**src/rtl/md_issue_ctrl_pkg.sv**
```systemverilog
// Shared definitions for the E-stage multiply/divide issue controller:
// instruction class codes, unit op codes and default unit latencies.
package md_issue_ctrl_pkg;

  typedef enum logic [3:0] {
    MD_NONE  = 4'd0,
    MD_MULTU = 4'd1,
    MD_MULT  = 4'd2,
    MD_DIVU  = 4'd3,
    MD_DIV   = 4'd4,
    MD_MTHI  = 4'd5,
    MD_MTLO  = 4'd6,
    MD_MFHI  = 4'd7,
    MD_MFLO  = 4'd8
  } md_class_e;

  typedef enum logic [2:0] {
    OP_NONE  = 3'd0,
    OP_MULTU = 3'd1,
    OP_MULT  = 3'd2,
    OP_DIVU  = 3'd3,
    OP_DIV   = 3'd4,
    OP_MTHI  = 3'd5,
    OP_MTLO  = 3'd6
  } md_op_e;

  typedef enum logic {
    ST_IDLE = 1'b0,
    ST_RUN  = 1'b1
  } md_state_e;

  localparam int unsigned MUL_LAT_DEF = 5;
  localparam int unsigned DIV_LAT_DEF = 10;

endpackage

```
**src/rtl/md_issue_ctrl.sv**
```systemverilog
// E-stage issue controller for the HI/LO multiply/divide unit: decodes the
// md class into op/start, mirrors unit latency for stalls, muxes MFHI/MFLO.
module md_issue_ctrl
  import md_issue_ctrl_pkg::*;
#(
  parameter int unsigned MUL_LAT = MUL_LAT_DEF,
  parameter int unsigned DIV_LAT = DIV_LAT_DEF
) (
  input  logic        clk,
  input  logic        reset,
  input  logic [3:0]  e_md_class,
  input  logic [31:0] e_rs_val,
  input  logic [31:0] e_rt_val,
  input  logic        e_stall_other,
  input  logic        flush,
  input  logic        md_busy,
  input  logic [31:0] md_hi,
  input  logic [31:0] md_lo,
  output logic [2:0]  md_op,
  output logic        md_start,
  output logic [31:0] md_d1,
  output logic [31:0] md_d2,
  output logic        md_stall,
  output logic [31:0] mf_data,
  output logic        md_err
);

  localparam int unsigned CW = $clog2(DIV_LAT + 1);

  md_state_e       state_q, state_d;
  logic [CW-1:0]   cnt_q, cnt_d;
  logic            err_q, err_d;
  logic            flush_q;

  logic is_md, is_muldiv, is_mul, is_mt, issue, mbusy;

  always_comb begin
    is_md     = (e_md_class >= MD_MULTU) && (e_md_class <= MD_MFLO);
    is_muldiv = (e_md_class >= MD_MULTU) && (e_md_class <= MD_DIV);
    is_mul    = (e_md_class == MD_MULTU) || (e_md_class == MD_MULT);
    is_mt     = (e_md_class == MD_MTHI) || (e_md_class == MD_MTLO);
    mbusy     = (state_q == ST_RUN);
    issue     = (is_muldiv || is_mt) && !mbusy && !flush && !e_stall_other;
    md_op     = issue ? e_md_class[2:0] : OP_NONE;
    md_start  = issue && is_muldiv;
    md_stall  = is_md && mbusy;
    md_d1     = e_rs_val;
    md_d2     = e_rt_val;
    md_err    = err_q;
    case (e_md_class)
      MD_MFHI: mf_data = md_hi;
      MD_MFLO: mf_data = md_lo;
      default: mf_data = '0;
    endcase
  end

  // Flush this cycle or last cycle masks the check: the unit drops Busy on
  // its own schedule when it commits the in-flight result.
  always_comb begin
    state_d = state_q;
    cnt_d   = cnt_q;
    err_d   = err_q | ((mbusy != md_busy) && !flush && !flush_q);
    case (state_q)
      ST_IDLE: begin
        if (md_start) begin
          state_d = ST_RUN;
          cnt_d   = is_mul ? CW'(MUL_LAT) : CW'(DIV_LAT);
        end
      end
      ST_RUN: begin
        if (flush || (cnt_q == CW'(1))) begin
          state_d = ST_IDLE;
          cnt_d   = '0;
        end else begin
          cnt_d = cnt_q - CW'(1);
        end
      end
      default: begin
        state_d = ST_IDLE;
        cnt_d   = '0;
      end
    endcase
  end

  always_ff @(posedge clk or posedge reset) begin
    if (reset) begin
      state_q <= ST_IDLE;
      cnt_q   <= '0;
      err_q   <= 1'b0;
      flush_q <= 1'b0;
    end else begin
      state_q <= state_d;
      cnt_q   <= cnt_d;
      err_q   <= err_d;
      flush_q <= flush;
    end
  end

endmodule

```
**config.mk**
```make
export PLATFORM = sky130hd
export DESIGN_NAME = md_issue_ctrl
export DESIGN_NICKNAME = d
export VERILOG_FILES = /design/src/rtl/md_issue_ctrl_pkg.sv /design/src/rtl/md_issue_ctrl.sv
export SDC_FILE = /design/constraint.sdc
export NUM_CORES = 1
export LEC_CHECK = 0
export ABC_CLOCK_PERIOD_IN_PS = 3100
export BUFFER_PORTS_ARGS = -buffer_cell sky130_fd_sc_hd__clkbuf_2
export CAP_MARGIN = 20
export CORE_AREA = 2 2 91 93
export CTS_CLUSTER_SIZE = 30
export DETAILED_ROUTE_END_ITERATION = 16
export DIE_AREA = 0 0 93 95
export PLACE_DENSITY = 0.59
export SLEW_MARGIN = 5
export SYNTH_ARGS = -nofsm -noshare
export SYNTH_HDL_FRONTEND = slang
export SYNTH_SLANG_ARGS = --single-unit
```
**constraint.sdc**
```tcl
create_clock -name clk -period 3.1 [get_ports clk]
set_clock_uncertainty 0.15 [all_clocks]
set_input_delay 0.62 -clock clk [delete_from_list [all_inputs] [get_ports clk]]
set_output_delay 0.62 -clock clk [all_outputs]
set_load 0.03 [all_outputs]
```
* Word level (Yosys, flattened, before mapping)
Index checks and enable logic that the tools add are counted.
** Word-level totals
- Flip-flop bits (word level) :: 7
- Bits of input ports :: 137
- Output and inout bits :: 102
- Word-level logic and storage cells :: 45
** Operators by class
- Add/subtract/negate cells :: 1
- Order comparisons :: 3
- Eq/ne operators :: 9
- Muxes and demuxes :: 9
- Bitwise operators :: 2
- Reduce and logical (&&, ||, !) cells :: 17
** Operators by type and width (number)
- one-hot mux 32 bit (2 select lines) :: 1
- == test 4 x 3 -> 1 bit (second input constant) :: 3
- two-way mux 4 bit :: 3
- logical AND 1 bit :: 9
- == test 4 x 1 -> 1 bit (second input constant) :: 2
- one-hot mux 4 bit (2 select lines) :: 1
- == test 4 x 2 -> 1 bit (second input constant) :: 1
- == test 4 bit (second input constant) :: 1
- greater-or-equal comparator 4 x 1 -> 1 bit (second input constant) :: 1
- <= comparator 4 x 3 -> 1 bit (second input constant) :: 1
- <= comparator 4 bit (second input constant) :: 1
- zero test 1 bit :: 4
- logical OR 1 bit :: 4
- subtractor 4 x 1 -> 4 bit (second input constant) :: 1
- two-way mux 3 bit :: 1
- two-way mux 1 bit :: 2
- != test 2 bit (second input constant) :: 1
- one-hot mux 1 bit (2 select lines) :: 1
- != test 1 bit :: 1
- NOT 1 bit :: 1
- bitwise OR 1 bit :: 1

* Depth between registers and ports, before layout
Gate-level depths: netlist (run 1).
- Depth in word-level cells :: 9
- Depth in mapped cells :: 5

* Worst setup path before layout (run 1)
No wires, ideal clock.
- Kind :: in2out
- From :: in e_md_class[2]
- To :: out mf_data[10]
- Arrival time :: 1.573 ns
- Slack :: 0.757 ns
- Cell stages on the path :: 5
- Buffers on the path :: 2
- Cells stage by stage :: nor3_1 > and2_1 > buf_2 > buf_2 > a22o_1
** Between the ends
- Longest elaborated chain between the ends :: 2
- Elaborated cells on any way between the ends :: 3
** RTL lines
- start, declared :: RTL line md_issue_ctrl.sv:11 : input logic [3:0] e_md_class,
- == test 4 bit or == test 4 x 3 -> 1 bit (tied branches) :: RTL line md_issue_ctrl.sv:50 : case (e_md_class)
- one-hot mux 32 bit (2 select lines) (*) :: RTL line md_issue_ctrl.sv:50
- end, declared :: RTL line md_issue_ctrl.sv:24 : output logic [31:0] mf_data,
Mark *: on every way between the ends. The rest lies on a longest branch, timed or not.

* Final worst setup path (run 1)
- From :: in e_md_class[2]
- To :: out mf_data[7]
Same word-level chain as after synthesis.

==> impl_results.md, run 1 <==
- Max Root-Sink Buffers: 2
- Netlist cell types: 30
- Worst endpoint data arrival time: 1900 ps
- TritonRoute pass-1 iters: 4
- GRT Residual Overflow: 0
- Tot Pwr: 422 uW
- Post-DP HPWL: 3.15 mm
- Buf+Inv Stages, Crit Path: 3
- Leak Pwr: 0.845 nW
- Drt total wl: 3.71 mm
- R2r endpoint: cnt_q[0]
- Synth area leader: buf_4
- Worst slew pin tran: 419 ps
- Root Buffer: clkbuf_8
- GRT Util Overall: 6.63%
- CP max FO: 33
- Vias per Instance: 3.98
- Fin cells: 307
- # DRC: 0
- RSZ-0062 raised after global routing: no
- Reg-to-reg slack, setup: 1390 ps
- Post-CTS sizing: 0
- Number of diodes: 0
- Synth top cells by count: buf_4, a22o_1, buf_2, dfrtp_1, inv_1
- Initial antenna violation count: 0
- Peak VDD IR: 0.0993 mV
- Row count: 33
- First-pass GRT wire length: 4.66 mm
- Post-route cell area: 0.00153 mm^2
- CP peak stage delay: 320 ps
- Critical path launch point type: primary input
- Yosys warnings: 0
- Starting Density: 16.6%
- Netlist Area Pre-Place: 0.00132 mm^2
- Period utilization: 86.0%
- Worst rel slew slack: 72.1%
- Most frequent cell on the critical path: clkbuf_2
- Clock latency at the later pin of the worst-skew pair: 220 ps
- Post-Place Cells: 303
- Critical Path RT: 2330 ps
- Reg2reg start: mbusy
- GPL Wtd Cong: 0.805
- Final min period: 2670 ps
- Die Area: 0.00884 mm^2
- Hold Slack: 141 ps
- Largest net degree at the start of global routing: 34
- CTS tree: yes
- Post-synth EDFFs: 0
- WL per Instance: 12.1 um
- Most frequent cell after synthesis: buf_4
- Setup-failing EPs final: 0
- Die Width: 93 um
- Max-cap viol count: 0
- Max H-tree Level: 1
- CORE AREA: 0.00793 mm^2
- Clock slew at reported path FFs: 40 ps
- I/O pin cnt: 239
- Post-CTS Setup Bufs: 0
- Top_reg_cell synth: dfrtp_1
- Final hold violations: 0
- Synthesized flop and latch total: 7
- Pwr dens: 275 mW/mm^2
- Buffers on Ports: 110
- Starting DRT DRC Count: 23
- Top delay family on crit path: buffers and inverters
- Ys async rst share: 100%
- Status: finished clean
- Worst-path cell chain: clkbuf_2 > nor3_1 > and2_1 > buf_4 > a22o_1 > clkbuf_2
- Slowest CP cell: buf_4
- Post-Synthesis Cells: 158
- Area of the multi-input gates: 589 um^2
- Reg area: 175 um^2
- Yosys top cell area share: 36.5%
- Setup crit end kind: output pin
- FF-to-FF path depth: 3
- Area after DPL: 0.00149 mm^2
- Die Height: 95 um
- Average size of a mapped cell: 8.32 um^2
- Hold WC Path Type: in -> async
- Fmax: 375 MHz
- Syn Nets: 297
- Ranking of synthesized cells by area: buf_4, a22o_1, dfrtp_1
- Fill count: 909
- Share of post-route cells with drive strength above 1: 61.4%
- Fin. max-slew vios: 0
- Clock buffer count from CTS: 3
- Setup TNS: 0 ps
- Clock sinks: 7
- Area delta synth->final: 16.6%
- DR vias: 1222
- Sequential fraction of the synthesis area: 13.3%
- Worst Setup Path Type: in -> out
- Vias in the first global route: 1021
- Nets@finish: 342
- Antenna viol nets, final: 0
- # hold bufs at CTS: 0
[metrics by stage]
stage	setup slack, ps	utilization, %
2_1_floorplan	757	-
3_3_place_gp	458	18.8
3_5_place_dp	432	18.8
4_1_cts	430	19.3
5_1_grt	342	19.3
6_report	433	19.3
[worst max path at each step]
stage | from | endpoint | slack (ps) | cells after the start
2_1_floorplan | e_md_class[2] | mf_data[10] | 760 | 5
3_3_place_gp | e_md_class[2] | md_stall | 460 | 6
3_5_place_dp | e_md_class[2] | mf_data[7] | 430 | 6
4_1_cts | e_md_class[2] | md_stall | 430 | 6
5_1_grt | e_md_class[2] | mf_data[25] | 340 | 6
6_report | e_md_class[2] | mf_data[7] | 430 | 6
[flip-flops by register name, summed over array words and instances, names as in the netlist]
name	flops
md_err	1
cnt_q	4
mbusy	1
flush_q	1
[cell usage in the layout, fill, tap and decap left out]
| cell type | count |
|---|---|
| dfrtp_1 | 7 |
| mux2_4 | 1 |
| nand3_1 | 1 |
| nor2_1 | 4 |
| inv_1 | 7 |
| nand2b_1 | 2 |
| a31oi_4 | 1 |
| o21ai_0 | 1 |
| and2_1 | 3 |
| o2bb2ai_1 | 1 |
| o32a_1 | 1 |
| and3_2 | 2 |
| o21a_1 | 1 |
| a22o_1 | 32 |
| nor2_2 | 1 |
| o22ai_1 | 3 |
| a21o_1 | 1 |
| clkbuf_2 | 110 |
| clkbuf_1 | 1 |
| xor2_1 | 2 |
| nor3_1 | 2 |
| or3_4 | 1 |
| nor4_4 | 1 |
| a31oi_1 | 1 |
| nand2_1 | 1 |
| and3_4 | 1 |
| a211oi_1 | 1 |
| ha_1 | 2 |
| buf_4 | 2 |
| a21oi_1 | 4 |
| clkbuf_8 | 3 |
| a21o_2 | 1 |
[kinds of logic after synthesis]
kind of cell / Yosys count / synth area share (%)
xor+xnor: 2 / 1.33
compound gates: 48 / 30.5
simple gates: 19 / 9.70
buf+inv: 79 / 42.1
flops: 7 / 13.3
mux: 1 / 1.14
fa+ha+maj: 2 / 1.90
[area by class of cell]
cell class,instances,share of cell area [%]
Timing Repair Buffer,112,36.9
Sequential cell,7,11.4
Tap cell,105,8.57
Multi-Input combinational cell,72,38.4
Clock buffer,4,2.94
Inverter,7,1.71
[routing by layer]
| layer | track usage [%] | wire (um) |
|---|---|---|
| met3 | 2.39 | 467 |
| met1 | 6.96 | 1280 |
| met4 | 5.15 | 186 |
| met5 | 0 | 0 |
| met2 | 10.8 | 1780 |
[power by group]
part | internal [mW] | switching [mW]
Combinational | 0.0801 | 0.0959
Clock | 0.0886 | 0.0358
Sequential | 0.106 | 0.0153
Total | 0.275 | 0.147
[worst register-to-register path: stages (launching register included)]
cell and delay, ps:
dfrtp_1 510, nor4_4 400, a31oi_4 190, mux2_4 330
Power figures use the tool's default switching activity.
==> run 2, diff against run 1 <==
--- a/config.mk
+++ b/config.mk
@@ -13,6 +13,7 @@
 export DETAILED_ROUTE_END_ITERATION = 16
 export DIE_AREA = 0 0 93 95
 export PLACE_DENSITY = 0.59
+export RECOVER_POWER = 50
 export SLEW_MARGIN = 5
 export SYNTH_ARGS = -nofsm -noshare
 export SYNTH_HDL_FRONTEND = slang
==> impl_results.md, run 2 (synthesized netlist as in run 1, its figures left out) <==
- Status: finished clean
- Number of diodes: 0
- Post-Place Cells: 303
- Starting Density: 16.6%
- Post-DP HPWL: 3.15 mm
- Drt total wl: 3.71 mm
- Critical Path RT: 2330 ps
- Most frequent cells in the layout: clkbuf_2, a22o_1, inv_1, dfrtp_1
- Leak Pwr: 0.843 nW
- Final min period: 2670 ps
- CP max FO: 33
- Hold WC Path Type: in -> async
- Die Height: 95 um
- # DRC: 0
- # hold bufs at CTS: 0
- Critical path launch point type: primary input
- RSZ-0062 raised after global routing: no
- GRT Util Overall: 6.63%
- Worst endpoint data arrival time: 1900 ps
- Fin cells: 307
- I/O pin cnt: 239
- Most common cell after layout, fill and taps aside: clkbuf_2
- Fmax: 375 MHz
- Buffers on Ports: 110
- Largest Register: cnt_q
- Post-CTS sizing: 0
- Most frequent cell on the critical path: clkbuf_2
- CTS tree: yes
- Starting DRT DRC Count: 23
- Worst-path cell chain: clkbuf_2 > nor3_1 > and2_1 > buf_4 > a22o_1 > clkbuf_2
- Post-route cell area: 0.00153 mm^2
- Peak VDD IR: 0.0993 mV
- Tot Pwr: 421 uW
- Slowest CP cell: buf_4
- Max-cap viol count: 0
- TritonRoute pass-1 iters: 4
- Row count: 33
- First-pass GRT wire length: 4.66 mm
- Setup-failing EPs final: 0
- Final hold violations: 0
- DR vias: 1222
- Die Area: 0.00884 mm^2
- Largest net degree at the start of global routing: 34
- Max reg flops: 4
- Die Width: 93 um
- Period utilization: 86.0%
- Final core utilization: 19.3%
- WL per Instance: 12.1 um
- Share of post-route cells with drive strength above 1: 60.9%
- FF-to-FF path depth: 3
- Root Buffer: clkbuf_8
- Max Root-Sink Buffers: 2
- CP peak stage delay: 320 ps
- Initial antenna violation count: 0
- Fin. max-slew vios: 0
- Vias per Instance: 3.98
- Pwr dens: 275 mW/mm^2
- Clock buffer count from CTS: 3
- Max H-tree Level: 1
- Worst slew pin tran: 419 ps
- Nets@finish: 342
- GPL Wtd Cong: 0.805
- Vias in the first global route: 1021
- Post-CTS Setup Bufs: 0
- Worst rel slew slack: 72.1%
- CORE AREA: 0.00793 mm^2
- Worst Setup Path Type: in -> out
- Area delta synth->final: 16.5%
- Setup TNS: 0 ps
- Clock latency at the later pin of the worst-skew pair: 220 ps
- Clock slew at reported path FFs: 40 ps
- GRT Residual Overflow: 0
- Clock sinks: 7
- Area after DPL: 0.00149 mm^2
- Setup crit end kind: output pin
- Antenna viol nets, final: 0
[run 2: cell counts in the layout (fill, tap and decap cells not counted)]
No cell type changed its count.
[run 2: worst paths after layout]
path	slack, ps	endpoint	startpoint
min in group clk	310	md_err	md_err
max in group asynchronous	2460	cnt_q[1]	reset
setup reg to reg	1390	cnt_q[0]	mbusy
hold / removal	140	flush_q	reset
setup / recovery	430	mf_data[7]	e_md_class[2]
hold reg to reg	310	md_err	md_err
[run 2: area by class of cell]
class / instances / area (um^2)
inverter: 7 / 26.3
sequential: 7 / 175
timing repair buffer: 112 / 564
clock buffer: 4 / 45.0
multi-input combinational: 72 / 589
tap: 105 / 131
fill: 907 / 6400
[run 2: worst max-delay path: cells and delay by family]
kind	cells	cell delay, ps
buf+inv	3	650
simple gates	2	420
compound gates	1	190
[run 2: per-stage QoR]
stage / hold WS, ps / setup slack (ps)
floorplan: 273 / 757
global placement: 289 / 458
detailed placement: 305 / 432
CTS: 148 / 430
global route: 172 / 342
finish: 141 / 433
[run 2: per-layer routing]
layer | GRT usage [%] | up-vias | wire (um)
li1 | - | 583 | -
met1 | 6.96 | 522 | 1280
met2 | 10.8 | 80 | 1780
met3 | 2.39 | 37 | 467
met4 | 5.15 | 0 | 186
met5 | 0 | - | 0
[run 2: power by group]
group,switching [mW],internal (mW)
combinational,0.0959,0.0799
sequential,0.0153,0.106
clock,0.0358,0.0886
==> run 3, diff against run 2 <==
--- a/config.mk
+++ b/config.mk
@@ -5,14 +5,13 @@
 export SDC_FILE = /design/constraint.sdc
 export NUM_CORES = 1
 export LEC_CHECK = 0
-export ABC_CLOCK_PERIOD_IN_PS = 3100
 export BUFFER_PORTS_ARGS = -buffer_cell sky130_fd_sc_hd__clkbuf_2
 export CAP_MARGIN = 20
-export CORE_AREA = 2 2 91 93
+export CORE_AREA = 2 2 92 94
 export CTS_CLUSTER_SIZE = 30
 export DETAILED_ROUTE_END_ITERATION = 16
-export DIE_AREA = 0 0 93 95
-export PLACE_DENSITY = 0.59
+export DIE_AREA = 0 0 94 96
+export PLACE_DENSITY = 0.58
 export RECOVER_POWER = 50
 export SLEW_MARGIN = 5
 export SYNTH_ARGS = -nofsm -noshare
==> constraint.sdc (replaced) <==
create_clock -name clk -period 2.6 [get_ports clk]
set_clock_uncertainty 0.15 [all_clocks]
set_input_delay 0.52 -clock clk [delete_from_list [all_inputs] [get_ports clk]]
set_output_delay 0.52 -clock clk [all_outputs]
set_load 0.03 [all_outputs]
==> impl_results.md, run 3 (synthesized netlist as in run 1, its figures left out) <==
- Area delta synth->final: 18.9%
- TritonRoute pass-1 iters: 4
- Clock slew at reported path FFs: 40 ps
- Most common cell after layout, fill and taps aside: clkbuf_2
- Max reg flops: 4
- Post-CTS Setup Bufs: 0
- GRT Util Overall: 7.47%
- Worst-path cell chain: clkbuf_2 > nor4_4 > and3_2 > and2_1 > clkbuf_2
- Most frequent cell on the critical path: clkbuf_2
- Period utilization: 92.2%
- Worst endpoint data arrival time: 1730 ps
- I/O pin cnt: 239
- WL per Instance: 13.0 um
- Buffers on Ports: 110
- Max H-tree Level: 1
- Setup TNS: 0 ps
- Largest Register: cnt_q
- Worst Setup Path Type: in -> out
- Nets@finish: 343
- Root Buffer: clkbuf_8
- Number of diodes: 0
- Starting DRT DRC Count: 18
- Most frequent cells in the layout: clkbuf_2, a22o_1, inv_1, dfrtp_1
- CP max FO: 5
- Row count: 33
- Final min period: 2400 ps
- Worst rel slew slack: 71.6%
- Hold Slack: 47.3 ps
- Clock sinks: 7
- Setup ws final: 203 ps
- RSZ-0062 raised after global routing: no
- GPL Wtd Cong: 0.762
- Max-cap viol count: 0
- First-pass GRT wire length: 5.20 mm
- Top delay family on crit path: simple AND/OR/NAND/NOR gates
- Die Area: 0.00902 mm^2
- Clock latency at the later pin of the worst-skew pair: 230 ps
- Slowest CP cell: nor4_4
- Post-DP HPWL: 3.41 mm
- Share of post-route cells with drive strength above 1: 61.1%
- Drt total wl: 4.01 mm
- Peak VDD IR: 0.136 mV
- Post-CTS sizing: 0
- Final hold violations: 0
- Pwr dens: 329 mW/mm^2
- Vias per Instance: 4.06
- Die Width: 94 um
- Fin. max-slew vios: 0
- Initial antenna violation count: 0
- Reg2reg start: mbusy
- Antenna viol nets, final: 0
- R2r endpoint: cnt_q[0]
- Post-Place Worst Slack: 186 ps
- Critical Path RT: 1930 ps
- CORE AREA: 0.00805 mm^2
- Fmax: 417 MHz
- Setup crit end kind: output pin
- Final core utilization: 19.4%
- Hold WC Path Type: in -> async
- Clock buffer count from CTS: 3
- Buf+Inv Stages, Crit Path: 2
- Starting Density: 16.3%
- Reg-to-reg slack, setup: 1000 ps
- Vias in the first global route: 1090
- DR vias: 1250
- Status: finished clean
- # hold bufs at CTS: 0
- Leak Pwr: 0.854 nW
- Max Root-Sink Buffers: 2
- CP peak stage delay: 470 ps
- Critical path launch point type: primary input
- Largest net degree at the start of global routing: 34
- Die Height: 96 um
- Worst slew pin tran: 423 ps
- Tot Pwr: 515 uW
- Fill count: 908
- CTS tree: yes
- # DRC: 0
- GRT Residual Overflow: 0
- Setup-failing EPs final: 0
- FF-to-FF path depth: 3
-- run 3: layout make-up --
cell class,instances,area [um^2],area share [%]
Timing Repair Buffer,113,597,38.2
Multi-Input combinational cell,72,589,37.7
Sequential cell,7,175,11.2
Tap cell,105,131,8.40
Clock buffer,4,45.0,2.88
Inverter,7,26.3,1.68
-- run 3: through the flow --
stage               cells  instance area, um^2
floorplan             158                 1320
global placement      304                 1520
detailed placement    304                 1520
CTS                   308                 1570
global route          308                 1560
finish                308                 1560
-- run 3: how the worst max path moves through the flow --
stage	startpoint	slack (ps)	cells after the start	end
finish	e_md_class[3]	200	5	md_op[0]
global route	e_md_class[3]	90	5	md_op[1]
CTS	e_md_class[3]	180	5	md_op[1]
detailed placement	e_md_class[3]	190	5	md_op[1]
global placement	e_md_class[3]	180	5	md_op[1]
floorplan	e_md_class[2]	460	5	mf_data[10]
-- run 3: power breakdown --
group | leakage, nW | total (mW) | switching, mW | internal [mW]
combinational | 0.748 | 0.220 | 0.121 | 0.0990
clock | 0.0228 | 0.152 | 0.0461 | 0.106
sequential | 0.0824 | 0.143 | 0.0168 | 0.126
-- run 3: metal layers --
layer / vias to the layer above / wire (um) / GRT usage [%]
met3: 20 / 435 / 2.27
met4: 0 / 111 / 4.35
met1: 556 / 1480 / 8.06
met5: - / 0 / 0
li1: 588 / - / -
met2: 86 / 1990 / 13.0
